[src/rtl/sram_pp_pkg.sv]
// rtl/sram_pp_pkg.sv - shared types and constants for the ping-pong SRAM controller
package sram_pp_pkg;

  // Which side of the single SRAM port was granted on the last contended cycle.
  typedef enum logic {
    GRANT_WR = 1'b0,
    GRANT_RD = 1'b1
  } grant_e;

  // Two banks, so one bit selects a bank.
  localparam int BANK_IDX_W = 1;
  typedef logic [BANK_IDX_W-1:0] bank_idx_t;

  // Bit positions of the two requesters in the arbiter request/grant vectors.
  localparam int REQ_WR = 0;
  localparam int REQ_RD = 1;

endpackage

[src/rtl/rr_arb2.sv]
// rtl/rr_arb2.sv - two-requester round-robin arbiter for the single SRAM port
module rr_arb2
  import sram_pp_pkg::*;
(
  input  logic       clk,
  input  logic       rst,
  input  logic [1:0] req,
  output logic [1:0] grant
);

  grant_e last_grant_d;
  grant_e last_grant_q;

  // Lone requester always wins; on contention the side that lost last contention wins.
  always_comb begin
    grant        = req;
    last_grant_d = last_grant_q;
    if (&req) begin
      grant = '0;
      if (last_grant_q == GRANT_RD) begin
        grant[REQ_WR] = 1'b1;
        last_grant_d  = GRANT_WR;
      end else begin
        grant[REQ_RD] = 1'b1;
        last_grant_d  = GRANT_RD;
      end
    end
  end

  // History only moves on contended cycles; reset makes the first contention go to write.
  always_ff @(posedge clk) begin
    if (rst) begin
      last_grant_q <= GRANT_RD;
    end else begin
      last_grant_q <= last_grant_d;
    end
  end

endmodule

[src/rtl/sram_pingpong_ctrl.sv]
// rtl/sram_pingpong_ctrl.sv - ping-pong tile buffer controller over a two-bank single-port SRAM
module sram_pingpong_ctrl
  import sram_pp_pkg::*;
#(
  parameter int ADDR_WIDTH = 8,
  parameter int DATA_WIDTH = 8,
  parameter int TILE_LEN   = 16
)(
  input  logic                  clk,
  input  logic                  rst,
  input  logic                  wr_valid,
  input  logic [DATA_WIDTH-1:0] wr_data,
  output logic                  wr_ready,
  input  logic                  rd_req,
  output logic                  rd_grant,
  output logic                  rd_valid,
  output logic [DATA_WIDTH-1:0] rd_data,
  output logic                  rd_last,
  output logic                  sram_we,
  output logic [ADDR_WIDTH-1:0] sram_addr,
  output logic [DATA_WIDTH-1:0] sram_din,
  output logic                  sram_select,
  input  logic [DATA_WIDTH-1:0] sram_dout,
  output logic [1:0]            bank_full
);

  localparam logic [ADDR_WIDTH-1:0] LAST_IDX = ADDR_WIDTH'(TILE_LEN - 1);

  bank_idx_t             wr_bank_d, wr_bank_q;
  bank_idx_t             rd_bank_d, rd_bank_q;
  logic [ADDR_WIDTH-1:0] wr_cnt_d, wr_cnt_q;
  logic [ADDR_WIDTH-1:0] rd_cnt_d, rd_cnt_q;
  logic [1:0]            full_d, full_q;
  logic [ADDR_WIDTH-1:0] addr_d, addr_q;
  logic [DATA_WIDTH-1:0] din_d, din_q;
  bank_idx_t             sel_d, sel_q;
  logic                  rd_valid_d, rd_valid_q;
  logic                  rd_last_d, rd_last_q;

  logic                  wr_elig;
  logic                  rd_elig;
  logic [1:0]            arb_req;
  logic [1:0]            arb_grant;
  logic                  wr_go;
  logic                  rd_go;
  logic                  wr_tile_done;
  logic                  rd_tile_done;

  // A writer may only fill a bank the reader has drained; a reader only drains a full bank.
  always_comb begin
    wr_elig          = wr_valid && !full_q[wr_bank_q];
    rd_elig          = rd_req && full_q[rd_bank_q];
    arb_req          = '0;
    arb_req[REQ_WR]  = wr_elig;
    arb_req[REQ_RD]  = rd_elig;
  end

  rr_arb2 u_arb (
    .clk   (clk),
    .rst   (rst),
    .req   (arb_req),
    .grant (arb_grant)
  );

  assign wr_go        = arb_grant[REQ_WR];
  assign rd_go        = arb_grant[REQ_RD];
  assign wr_tile_done = wr_go && (wr_cnt_q == LAST_IDX);
  assign rd_tile_done = rd_go && (rd_cnt_q == LAST_IDX);

  // Drive the SRAM port for the granted access; idle cycles hold the last address/data/bank.
  always_comb begin
    addr_d = addr_q;
    din_d  = din_q;
    sel_d  = sel_q;
    if (wr_go) begin
      addr_d = wr_cnt_q;
      din_d  = wr_data;
      sel_d  = wr_bank_q;
    end else if (rd_go) begin
      addr_d = rd_cnt_q;
      sel_d  = rd_bank_q;
    end
  end

  // Advance tile counters, swap banks at tile ends and track which banks hold a complete tile.
  always_comb begin
    wr_cnt_d  = wr_cnt_q;
    wr_bank_d = wr_bank_q;
    rd_cnt_d  = rd_cnt_q;
    rd_bank_d = rd_bank_q;
    full_d    = full_q;
    if (wr_go) begin
      if (wr_tile_done) begin
        wr_cnt_d          = '0;
        full_d[wr_bank_q] = 1'b1;
        wr_bank_d         = ~wr_bank_q;
      end else begin
        wr_cnt_d = wr_cnt_q + 1'b1;
      end
    end
    // The read bank is always full and the write bank never is, so these never collide.
    if (rd_go) begin
      if (rd_tile_done) begin
        rd_cnt_d          = '0;
        full_d[rd_bank_q] = 1'b0;
        rd_bank_d         = ~rd_bank_q;
      end else begin
        rd_cnt_d = rd_cnt_q + 1'b1;
      end
    end
  end

  // Read data returns one cycle after the grant, so valid and last are delayed to match.
  always_comb begin
    rd_valid_d = rd_go;
    rd_last_d  = rd_tile_done;
  end

  // State registers; reset drops partial tiles and any read still in flight.
  always_ff @(posedge clk) begin
    if (rst) begin
      wr_bank_q  <= '0;
      rd_bank_q  <= '0;
      wr_cnt_q   <= '0;
      rd_cnt_q   <= '0;
      full_q     <= 2'b00;
      addr_q     <= '0;
      din_q      <= '0;
      sel_q      <= '0;
      rd_valid_q <= 1'b0;
      rd_last_q  <= 1'b0;
    end else begin
      wr_bank_q  <= wr_bank_d;
      rd_bank_q  <= rd_bank_d;
      wr_cnt_q   <= wr_cnt_d;
      rd_cnt_q   <= rd_cnt_d;
      full_q     <= full_d;
      addr_q     <= addr_d;
      din_q      <= din_d;
      sel_q      <= sel_d;
      rd_valid_q <= rd_valid_d;
      rd_last_q  <= rd_last_d;
    end
  end

  assign wr_ready    = wr_go;
  assign rd_grant    = rd_go;
  assign sram_we     = wr_go;
  assign sram_addr   = addr_d;
  assign sram_din    = din_d;
  assign sram_select = sel_d;
  assign rd_valid    = rd_valid_q;
  assign rd_last     = rd_last_q;
  assign rd_data     = sram_dout;
  assign bank_full   = full_q;

endmodule
[config.mk]
export PLATFORM = sky130hd
export DESIGN_NAME = sram_pingpong_ctrl
export DESIGN_NICKNAME = d
export VERILOG_FILES = /design/src/rtl/sram_pp_pkg.sv /design/src/rtl/rr_arb2.sv /design/src/rtl/sram_pingpong_ctrl.sv
export SDC_FILE = /design/constraint.sdc
export NUM_CORES = 1
export LEC_CHECK = 0
export CAP_MARGIN = 20
export CORE_ASPECT_RATIO = 0.5
export CORE_MARGIN = 2
export CORE_UTILIZATION = 43
export DETAILED_ROUTE_END_ITERATION = 6
export PLACE_DENSITY_LB_ADDON = 0.12
export SLEW_MARGIN = 20
export SYNTH_ARGS = -nofsm -noshare
export SYNTH_HDL_FRONTEND = slang
export SYNTH_SLANG_ARGS = --single-unit
[constraint.sdc]
create_clock -name clk -period 1.9 [get_ports clk]
set_input_delay 0.475 -clock clk [delete_from_list [all_inputs] [get_ports clk]]
set_output_delay 0.475 -clock clk [all_outputs]
set_load 0.02 [all_outputs]
==> key figures <==
Yosys
  • Async SR Flop Fraction: 0
  • Register area share after synthesis: 0.420
  • Synthesized net count: around 240
  • Share of the synthesized area in the top cell type: 0.420
  • Synth top area cells: dfxtp_1 42%, a21oi_1 5.8%, buf_4 3.9%
  • Top FF cell, synth: dfxtp_1
  • Top cells by count, synth: 40 x dfxtp_1, 22 x a21oi_1, 17 x nor2_1
  • Post-synth EDFFs: 0
  • Syn Area/Cell: between 8 and 9 µm²
  • Synthesized area: 1900 µm²
  • Synthesis Warnings: 0
  • Yosys reg bits: 40
  • Cell count after synthesis: 214
  • Most common cell in the netlist: dfxtp_1
  • Cell type with the largest total area after synthesis: dfxtp_1
  • Netlist cell types: 43

Timing
  • PnR worst setup slack: -0.426 ns
  • Tmin final: 2.33 ns
  • Final worst-path cycle share: 1.22
  • RSZ-0062 raised after global routing: yes
  • Max Freq: 430 MHz
  • Least-Margin Pin Slew: 0.439 ns
  • # setup viols final: 29
  • Final max-slew violation count: 0
  • Fin. Hold Viols: 0
  • Max-slew headroom: 0.707
  • Worst Skew: roughly 0.01 ns

Floorplan
  • # IOs: 52
  • Die area: 5010 µm²
  • Core footprint: 4320 µm²
  • DIE HEIGHT: ~51 µm
  • Die X-Extent: 98.1 µm
  • # rows: 17
  • Initial Utilization: 0.441

Finish
  • Diode count: 0
  • Nets@finish: 325
  • Number of fill cells: about 280
  • FF+latch area: between 800 and 900 µm²
  • Footprint of the multi-input gates: ~1300 µm²
  • Layout cells sized above 1: 0.520
  • Fin area: 3260 µm²
  • Finished Layout Cells: between 300 and 400
  • Area Growth Syn to Fin: 71.2%
  • Final Util: 0.755

Routing
  • Antenna-violating nets left: 0
  • TritonRoute pass-1 iters: 4
  • Total Wirelength: 5570 µm
  • Drt wl/cell: 15.4 µm
  • Vias per inst: approximately 5.4
  • Vias: around 2000
  • Number of remaining DRC errors: 0
  • Initial DRC Count: 60

Global routing
  • Vias in the first global route: approximately 1800
  • First-pass GRT wire length: 8260 µm
  • Largest net degree at the start of global routing: 13
  • Initial antenna violation count: 0
  • All-Layer GR Usage: 0.212
  • GR Overflow Total: 0

Worst setup path
  • Req. time, crit path: 1.42 ns
  • CP Launch Type: register
  • Worst Setup End Kind: primary output
  • Crit Path Category: reg -> out
  • WP data arrival: 1.85 ns
  • Critical Path Fanout Max: 6

Pwr
  • Leakage: roughly 1.3 nW
  • Worst VDD drop: ~420 µV
  • Total power: between 1.5 and 2 mW
  • Pwr dens: 568 nW/µm²

Clocking
  • CTS tree: done
  • CTS buffer count: 5
  • H-Tree Depth: 2
  • Clock root cell: clkbuf_8
  • # hold bufs at CTS: 0
  • Clk sink count: 40
  • Clock slew at reported path FFs: 0.09 ns
  • Clock Path Buffers: 2
  • Clock latency on the worst-skew pair: 0.30 ns

Placement
  • DP HPWL: 3460 µm
  • Worst slack, placed: -1.04 ns
  • IO Port Bufs: 35
  • Placed cells: between 300 and 400
  • Placer Congestion: 0.750
  • Placed Instance Area: 2720 µm²

Status
  • Failing checks: negative setup slack
  • Status: complete, but fails checks

Worst hold path
  • HP Class: reg -> reg

Run
  • Max-cap violations: 0
## per-stage QoR
step | TNS [ns] | hold WS, ns
2_1_floorplan | -0.736 | 0.460
3_3_place_gp | -28.25 | 0.488
3_5_place_dp | -29.32 | 0.494
4_1_cts | -8.07 | 0.522
5_1_grt | -9.91 | 0.541
6_report | -8.28 | 0.528
## where the power goes
group          internal, mW  total [mW]  switching, mW
Sequential            0.858       0.871         0.0129
Combinational         0.206       0.375          0.169
Clock                 0.295       0.606          0.310
## sequential cells by signal, indices dropped and copies added (netlist names)
| register | cells |
|---|---|
| wr_bank_q | 1 |
| addr_q | 8 |
| rd_cnt_q | 8 |
| u_arb.last_grant_q | 1 |
| rd_last | 1 |
| wr_cnt_q | 8 |
| sel_q | 1 |
| bank_full | 2 |
| rd_valid | 1 |
| din_q | 8 |
| rd_bank_q | 1 |
## cells in the final DEF (no fill, tap or decap), drive strengths merged, types with 3 or more instances in the layout
cell           instances
dlygate4sd2            3
a21oi                 23
clkdlybuf4s50         11
o21ai                  9
clkbuf                 8
nand3                  6
or3                   10
or4                    5
nor2b                  8
mux2i                  8
o31ai                  4
nor3                   5
o32ai                  3
a211oi                 8
inv                    7
buf                   86
mux2                   9
nand2                 10
nor2                  17
dfxtp                 40
## repair_timing
item                                    in CTS  in global routing
endpoints found under the setup margin      31                 33
buffers inserted                            12                  8
pin swaps                                   16                 10
gates cloned                                 2                  1
resized for setup                          145                 40
## cell families (layout without fill, tap and decap cells)
family                     count (synthesis)  count (layout)  synth area share
and+or+nand+nor                           73              73             0.204
AOI/OAI and AO/OA                         53              53             0.177
DFF                                       40              40             0.421
buffers and inverters                     27             117            0.0769
muxes                                     17              17            0.0992
adders and majority gates                  2               2            0.0131
xor gates and xnor gates                   2               2           0.00920
## worst paths after layout
check	start	end	slack, ns	cells after the start
max	wr_bank_q	sram_din[7]	-0.43	6
min	wr_cnt_q[7]	wr_cnt_q[7]	0.53	2
max reg2reg	wr_bank_q	rd_cnt_q[6]	-0.16	7
min reg2reg	wr_cnt_q[7]	wr_cnt_q[7]	0.53	2
## critical path, cell delays in order, from the launching register on
cell and delay (ns):
dfxtp_4 0.38, mux2i_4 0.28, o311ai_4 0.16, buf_6 0.17
inv_8 0.07, mux2_2 0.35, buf_6 0.13
## cell type report
type | count | share of cell area
clock buffer | 7 | 0.0265
clock inverter | 1 | 0.00230
inverter | 6 | 0.00921
multi-input combinational | 147 | 0.388
sequential | 40 | 0.249
tap | 57 | 0.0219
timing repair buffer | 102 | 0.301
timing repair inverter | 1 | 0.00269
## per-layer routing
metal | GRT usage | vias up | part of all wire
li1 | - | 947 | -
met1 | 0.261 | 945 | 0.45
met2 | 0.371 | 62 | 0.49
met3 | 0.0616 | 2 | 0.058
met4 | 0.0509 | 0 | 0.0038
met5 | 0 | - | 0
(Power assumes the default switching activity.)
